--- src/rtl/ps2_rx_periph_if.sv ---
`default_nettype none
// ps2_rx_periph_if -- controller data-bus bundle for the PS/2 receiver peripheral.
// Rev 1.0 -- initial release.
interface ps2_rx_periph_if #(
  parameter int DATA_W = 32
);
  logic              data_sel;
  logic              data_we;
  logic [1:0]        data_addr;
  logic [DATA_W-1:0] data_to_wr;
  logic [DATA_W-1:0] data_to_rd;

  modport master (
    output data_sel, data_we, data_addr, data_to_wr,
    input  data_to_rd
  );

  modport slave (
    input  data_sel, data_we, data_addr, data_to_wr,
    output data_to_rd
  );
endinterface
`default_nettype wire

--- src/rtl/ps2_rx_periph.sv ---
`default_nettype none
// ps2_rx_periph -- memory-mapped PS/2 keyboard receiver with scan-code FIFO.
// Rev 1.0 -- optional interrupt output enabled by defining PS2_IRQ_EN.
module ps2_rx_periph #(
  parameter int DATA_W      = 32,
  parameter int FIFO_DEPTH  = 8,
  parameter int SYNC_STAGES = 2,
  parameter int TIMEOUT_CYC = 50000
) (
  input  logic           clk,
  input  logic           rst,
  ps2_rx_periph_if.slave bus,
  input  logic           ps2_clk,
  input  logic           ps2_data,
  output logic           irq
);

  localparam int AW = $clog2(FIFO_DEPTH);
  localparam int CW = AW + 1;
  localparam int TW = $clog2(TIMEOUT_CYC + 1);

  localparam logic [1:0]    ADDR_STATUS = 2'd0;
  localparam logic [1:0]    ADDR_DATA   = 2'd1;
  localparam logic [1:0]    ADDR_CTRL   = 2'd2;
  localparam logic [1:0]    ADDR_COUNT  = 2'd3;
  localparam logic [TW-1:0] TO_LAST     = TW'(TIMEOUT_CYC - 1);
  localparam logic [CW-1:0] CNT_FULL    = CW'(FIFO_DEPTH);

  typedef enum logic [1:0] {
    ST_IDLE   = 2'd0,
    ST_DATA   = 2'd1,
    ST_PARITY = 2'd2,
    ST_STOP   = 2'd3
  } state_e;

  logic [SYNC_STAGES-1:0] clk_sync_q, clk_sync_d;
  logic [SYNC_STAGES-1:0] dat_sync_q, dat_sync_d;
  logic                   clk_prev_q, clk_prev_d;
  logic                   fall_q, fall_d;
  logic                   bit_q, bit_d;

  state_e                 state_q, state_d;
  logic [2:0]             bit_cnt_q, bit_cnt_d;
  logic [7:0]             shift_q, shift_d;
  logic                   parity_q, parity_d;
  logic [TW-1:0]          to_cnt_q, to_cnt_d;
  logic                   push_req;
  logic                   frame_err_set;

  logic [7:0]             mem_q [FIFO_DEPTH];
  logic [7:0]             mem_d [FIFO_DEPTH];
  logic [AW-1:0]          wptr_q, wptr_d;
  logic [AW-1:0]          rptr_q, rptr_d;
  logic [CW-1:0]          count_q, count_d;

  logic                   overflow_q, overflow_d;
  logic                   frame_err_q, frame_err_d;
  logic                   rx_en_q, rx_en_d;
  logic                   irq_en;

  logic                   wr_en, rd_en, wr_status, wr_ctrl;
  logic                   not_empty, full, pop, push_ok, ovf_set;
  logic [DATA_W-1:0]      rd_data;
  logic                   unused_wr;

  // Synchronisers plus a registered edge detector; the data line is sampled
  // in the same cycle the falling edge is registered.
  always_comb begin
    clk_sync_d = (clk_sync_q << 1) | SYNC_STAGES'(ps2_clk);
    dat_sync_d = (dat_sync_q << 1) | SYNC_STAGES'(ps2_data);
    clk_prev_d = clk_sync_q[SYNC_STAGES-1];
    fall_d     = clk_prev_q & ~clk_sync_q[SYNC_STAGES-1];
    bit_d      = dat_sync_q[SYNC_STAGES-1];
  end

  always_comb begin
    state_d       = state_q;
    bit_cnt_d     = bit_cnt_q;
    shift_d       = shift_q;
    parity_d      = parity_q;
    to_cnt_d      = to_cnt_q;
    push_req      = 1'b0;
    frame_err_set = 1'b0;

    if (state_q == ST_IDLE || fall_q) begin
      to_cnt_d = '0;
    end else if (to_cnt_q == TO_LAST) begin
      to_cnt_d = '0;
      state_d  = ST_IDLE;
    end else begin
      to_cnt_d = to_cnt_q + TW'(1);
    end

    if (fall_q) begin
      unique case (state_q)
        ST_IDLE: begin
          if (!bit_q && rx_en_q) begin
            state_d   = ST_DATA;
            bit_cnt_d = 3'd0;
          end
        end
        ST_DATA: begin
          shift_d   = {bit_q, shift_q[7:1]};
          bit_cnt_d = bit_cnt_q + 3'd1;
          if (bit_cnt_q == 3'd7) state_d = ST_PARITY;
        end
        ST_PARITY: begin
          parity_d = bit_q;
          state_d  = ST_STOP;
        end
        ST_STOP: begin
          if (bit_q && (^{shift_q, parity_q})) push_req = 1'b1;
          else                                 frame_err_set = 1'b1;
          state_d = ST_IDLE;
        end
        default: state_d = ST_IDLE;
      endcase
    end
  end

  assign wr_en     = bus.data_sel & bus.data_we;
  assign rd_en     = bus.data_sel & ~bus.data_we;
  assign wr_status = wr_en & (bus.data_addr == ADDR_STATUS);
  assign wr_ctrl   = wr_en & (bus.data_addr == ADDR_CTRL);
  assign not_empty = (count_q != '0);
  assign full      = (count_q == CNT_FULL);
  assign pop       = rd_en & (bus.data_addr == ADDR_DATA) & not_empty;
  // Fullness is judged before this cycle's pop, so a push into a full FIFO drops.
  assign push_ok   = push_req & ~full;
  assign ovf_set   = push_req & full;

  always_comb begin
    mem_d   = mem_q;
    wptr_d  = wptr_q;
    rptr_d  = rptr_q;
    count_d = count_q + CW'(push_ok) - CW'(pop);
    if (push_ok) begin
      mem_d[wptr_q] = shift_q;
      wptr_d        = wptr_q + AW'(1);
    end
    if (pop) rptr_d = rptr_q + AW'(1);

    overflow_d  = (overflow_q  & ~(wr_status & bus.data_to_wr[2])) | ovf_set;
    frame_err_d = (frame_err_q & ~(wr_status & bus.data_to_wr[3])) | frame_err_set;
    rx_en_d     = wr_ctrl ? bus.data_to_wr[0] : rx_en_q;
  end

  always_ff @(posedge clk or negedge rst) begin
    if (!rst) begin
      clk_sync_q  <= '0;
      dat_sync_q  <= '0;
      clk_prev_q  <= 1'b0;
      fall_q      <= 1'b0;
      bit_q       <= 1'b0;
      state_q     <= ST_IDLE;
      bit_cnt_q   <= 3'd0;
      shift_q     <= 8'h00;
      parity_q    <= 1'b0;
      to_cnt_q    <= '0;
      mem_q       <= '{default: 8'h00};
      wptr_q      <= '0;
      rptr_q      <= '0;
      count_q     <= '0;
      overflow_q  <= 1'b0;
      frame_err_q <= 1'b0;
      rx_en_q     <= 1'b0;
    end else begin
      clk_sync_q  <= clk_sync_d;
      dat_sync_q  <= dat_sync_d;
      clk_prev_q  <= clk_prev_d;
      fall_q      <= fall_d;
      bit_q       <= bit_d;
      state_q     <= state_d;
      bit_cnt_q   <= bit_cnt_d;
      shift_q     <= shift_d;
      parity_q    <= parity_d;
      to_cnt_q    <= to_cnt_d;
      mem_q       <= mem_d;
      wptr_q      <= wptr_d;
      rptr_q      <= rptr_d;
      count_q     <= count_d;
      overflow_q  <= overflow_d;
      frame_err_q <= frame_err_d;
      rx_en_q     <= rx_en_d;
    end
  end

`ifdef PS2_IRQ_EN
  logic irq_en_q, irq_en_d;
  logic irq_q, irq_d;

  // Built from next-state values so irq tracks irq_en & not_empty with no lag.
  always_comb begin
    irq_en_d = wr_ctrl ? bus.data_to_wr[1] : irq_en_q;
    irq_d    = irq_en_d & (count_d != '0);
  end

  always_ff @(posedge clk or negedge rst) begin
    if (!rst) begin
      irq_en_q <= 1'b0;
      irq_q    <= 1'b0;
    end else begin
      irq_en_q <= irq_en_d;
      irq_q    <= irq_d;
    end
  end

  assign irq_en = irq_en_q;
  assign irq    = irq_q;
`else
  assign irq_en = 1'b0;
  assign irq    = 1'b0;
`endif

  always_comb begin
    rd_data = '0;
    if (bus.data_sel) begin
      unique case (bus.data_addr)
        ADDR_STATUS: rd_data[3:0]    = {frame_err_q, overflow_q, full, not_empty};
        ADDR_DATA:   rd_data[7:0]    = not_empty ? mem_q[rptr_q] : 8'h00;
        ADDR_CTRL:   rd_data[1:0]    = {irq_en, rx_en_q};
        ADDR_COUNT:  rd_data[CW-1:0] = count_q;
        default:     rd_data         = '0;
      endcase
    end
  end

  assign bus.data_to_rd = rd_data;
  assign unused_wr      = ^bus.data_to_wr;

endmodule
`default_nettype wire
--- src/flat_wrapper.sv ---
// flat-port wrapper written by rule: the top's interface ports become plain ports
module ps2_rx_periph_flat 
#(
  parameter int DATA_W      = 32,
  parameter int FIFO_DEPTH  = 8,
  parameter int SYNC_STAGES = 2,
  parameter int TIMEOUT_CYC = 50000
)
  (clk, rst, ps2_clk, ps2_data, irq, bus_data_sel, bus_data_we, bus_data_addr, bus_data_to_wr, bus_data_to_rd);
  ps2_rx_periph_if #(.DATA_W(DATA_W)) bus_i ();
  input  logic clk;
  input  logic rst;
  input  logic ps2_clk;
  input  logic ps2_data;
  output logic irq;
  input wire logic [$bits(bus_i.data_sel)-1:0] bus_data_sel;
  input wire logic [$bits(bus_i.data_we)-1:0] bus_data_we;
  input wire logic [$bits(bus_i.data_addr)-1:0] bus_data_addr;
  input wire logic [$bits(bus_i.data_to_wr)-1:0] bus_data_to_wr;
  output wire logic [$bits(bus_i.data_to_rd)-1:0] bus_data_to_rd;
  assign bus_i.data_sel = bus_data_sel;
  assign bus_i.data_we = bus_data_we;
  assign bus_i.data_addr = bus_data_addr;
  assign bus_i.data_to_wr = bus_data_to_wr;
  assign bus_data_to_rd = bus_i.data_to_rd;
  ps2_rx_periph #(.DATA_W(DATA_W), .FIFO_DEPTH(FIFO_DEPTH), .SYNC_STAGES(SYNC_STAGES), .TIMEOUT_CYC(TIMEOUT_CYC)) u_core (.clk(clk), .rst(rst), .bus(bus_i), .ps2_clk(ps2_clk), .ps2_data(ps2_data), .irq(irq));
endmodule
--- config.mk ---
export PLATFORM = sky130hd
export DESIGN_NAME = ps2_rx_periph_flat
export DESIGN_NICKNAME = d
export VERILOG_FILES = /design/src/rtl/ps2_rx_periph_if.sv /design/src/rtl/ps2_rx_periph.sv /design/src/flat_wrapper.sv
export SDC_FILE = /design/constraint.sdc
export NUM_CORES = 1
export LEC_CHECK = 0
export BUFFER_PORTS_ARGS = -buffer_cell sky130_fd_sc_hd__buf_2
export CAP_MARGIN = 30
export CORE_ASPECT_RATIO = 0.75
export CORE_MARGIN = 2
export CORE_UTILIZATION = 52
export DETAILED_ROUTE_END_ITERATION = 8
export MAX_ROUTING_LAYER = met4
export PLACE_DENSITY = 0.73
export SLEW_MARGIN = 10
export SYNTH_ARGS = -nofsm -noshare
export SYNTH_HDL_FRONTEND = slang
export SYNTH_SLANG_ARGS = --single-unit
--- constraint.sdc ---
create_clock -name clk -period 2.89 [get_ports clk]
set_clock_uncertainty 0.15 [all_clocks]
set_input_delay 0.289 -clock clk [delete_from_list [all_inputs] [get_ports clk]]
set_output_delay 0.289 -clock clk [all_outputs]
set_load 0.1 [all_outputs]
==> impl_metrics.py <==
metrics = {
    "status": {
        "status": "finished clean",
    },
    "cells_and_area": {
        "nFillCells": 811,
        "drive_gt1_frac": 0.343,
        "layout_commonest_cell": "dfrtp_1",
        "antenna_cells": 0,
        "area_growth_pct": 15.2,
        "multiInputGateArea_um2": 2850,
        "final_cell_mix": "dfrtp_1 (113), mux2_2 (72), conb_1 (25)",
        "seqCellArea_um2": 2850,
        "nNetsFinal": 546,
    },
    "routing": {
        "drc": 0,
        "drtAntennaViolNets": 0,
        "drt_iter0_markers": 287,
        "routedWlPerCell_um": 18.6,
        "wl_um": 12100,
        "dr_total_vias": 3764,
        "avgViaCountPerCell": 5.82,
        "firstDrtPassIters": 4,
    },
    "setup_path": {
        "rr_worst_depth": 5,
        "regToRegEndpoint": "u_core.mem_q[31]",
        "worst_setup_path_start_kind": "flip-flop",
        "cp.arrival_ns": 2.34,
        "r2r_start": "u_core.shift_q[5]",
        "end_kind": "output pin",
        "crit_type": "reg -> out",
        "r2r_slack_ns": 0.20,
        "critPathMaxFanout": 11,
        "required_ns": 2.45,
    },
    "power_and_ir_drop": {
        "p_leak_uw": 0.00313,
        "vdd_ir_drop_max_mv": 0.453,
        "p_per_area_nw_per_um2": 798,
        "p_total_uw": 5450,
    },
    "clocking": {
        "path_clk_slew_ns": 0.06,
        "h-tree-depth": 4,
        "cts_buffers": 17,
        "clockBufferDepth": 2,
        "cts_tree": "done",
        "root_buffer": "clkbuf_16",
        "cts.sinks": 114,
        "worstSkewPairLatency_ns": 0.40,
    },
    "synthesis": {
        "synth_edf_count": 0,
        "ys_ff_latch": 114,
        "yosysUniqueCellTypes": 55,
        "syn_inst": 462,
        "synth_flop_cell": "dfrtp_1",
        "ys_warn_count": 0,
        "synth_area_um2": 5920,
        "synth.avg_cell_area_um2": 12.8,
        "async_flop_share": 1.00,
        "ys_seq_area_frac": 0.482,
    },
    "hold_path": {
        "hp-class": "in -> reg",
        "whs_path_depth": 3,
        "min_from": "bus_data_to_wr[2]",
        "min_to": "u_core.overflow_q",
    },
    "sta": {
        "fin_crit_sh": 0.963,
        "drv_slew": 0,
        "tightest_slew_ns": 0.791,
        "setup_tns_ns": 0,
        "fmax_ghz": 0.359,
        "final.min_clock_period_ns": 2.78,
        "slew_headroom": 0.462,
        "finalHoldViolations": 0,
        "setup_viol": 0,
        "rsz0062_at_grt": "no",
    },
    "floorplanning": {
        "initial_core_util": 0.537,
        "die_area_um2": 12300,
        "fp.dieW_um": 127,
        "die_h_um": 96.4,
        "core-area_um2": 11000,
        "rows": 33,
        "pin_count": 73,
    },
    "global_route": {
        "antenna_found_initial": 0,
        "overflow": 0,
        "grt_max_degree": 58,
        "grt_usage": 0.219,
        "grt_pass1_wl_um": 19400,
        "first_global_vias": 3677,
    },
    "placement": {
        "portBuffers": 18,
        "gp_congestion": 0.839,
        "place_hpwl_um": 8180,
    },
    "job": {
        "maxCapViolCount": 0,
    },
}
-- worst max path at each step --
stage,start,endpoint
6_report,u_core.rptr_q[0],bus_data_to_rd[7]
5_1_grt,u_core.count_q[2],bus_data_to_rd[5]
4_1_cts,u_core.count_q[2],bus_data_to_rd[5]
3_5_place_dp,u_core.count_q[2],u_core.count_q[2]
3_3_place_gp,u_core.shift_q[4],u_core.mem_q[60]
2_1_floorplan,u_core.count_q[2],bus_data_to_rd[1]
-- critical path, cell delays in order, from the launching register on --
cell and delay (ns):
dfrtp_2 0.60, buf_4 0.31, mux4_2 0.55, mux2i_1 0.19, nor2_2 0.05, buf_4 0.24
-- cell families after synthesis --
logic type | Yosys count | synth area share
other | 1 | 0.000633
multiplexers | 107 | 0.245
XOR/XNOR | 25 | 0.0442
adder cells (fa/ha/maj) | 12 | 0.0266
flip-flops | 114 | 0.482
buffers and inverters | 64 | 0.0594
AND/OR/NAND/NOR | 106 | 0.106
AO/OA/AOI/OAI | 33 | 0.0372
-- layout make-up --
class,count,share of cell area
Clock buffer,21,0.0675
Clock inverter,11,0.0224
Inverter,16,0.00880
Multi-Input combinational cell,308,0.417
Sequential cell,114,0.418
Tap cell,140,0.0257
Timing Repair Buffer,37,0.0403
-- stage by stage --
stage / std cells / utilization / instance area, um^2 / hold WS, ns / setup slack (ns)
final: 647 / 0.619 / 6820 / 0.103 / 0.107
after global routing: 647 / 0.619 / 6820 / 0.0819 / 0.0202
after CTS: 647 / 0.618 / 6810 / 0.0873 / 0.0110
after detailed placement: 611 / 0.557 / 6140 / 0.0647 / 0.180
after global placement: 610 / 0.556 / 6130 / 0.0643 / 0.253
after floorplan: 486 / - / 6040 / -0.157 / 0.160
-- repair_timing --
item / CTS / global route
hold endpoints to repair: 26 / 0
endpoints found under the setup margin: 7 / 8
resized for setup: 8 / 3
setup buffers: 0 / 0
hold buffers: 4 / 0
-- registers in the layout, indices dropped and copies added (netlist names), 2 cells and up --
| signal | cells |
|---|---|
| u_core.bit_cnt_q | 3 |
| u_core.clk_sync_q | 2 |
| u_core.count_q | 4 |
| u_core.dat_sync_q | 2 |
| u_core.mem_q | 64 |
| u_core.rptr_q | 3 |
| u_core.shift_q | 8 |
| u_core.state_q | 2 |
| u_core.to_cnt_q | 16 |
| u_core.wptr_q | 3 |
-- report_power, final --
part	switching, uW	internal [uW]
clock	735	1410
sequential	252	1710
combinational	804	545
-- cell usage after synthesis (all sizes together), types with 9 or more instances --
master	n	area share
nand4	9	0.0095
nor2	23	0.015
buf	34	0.040
mux2i	16	0.043
clkbuf	14	0.0089
mux2	76	0.14
xnor2	15	0.022
nor4	22	0.023
a21oi	9	0.0076
inv	16	0.010
mux4	15	0.057
ha	11	0.023
dfrtp	114	0.48
nand2	11	0.0070
-- layer usage --
metal | routed length, um | up-vias | GRT usage
met5 | 0 | - | -
met4 | 198 | 0 | 0.0778
met3 | 803 | 21 | 0.0655
met2 | 5460 | 114 | 0.311
met1 | 5600 | 1924 | 0.301
li1 | - | 1705 | -
Power figures use the tool's default switching activity.
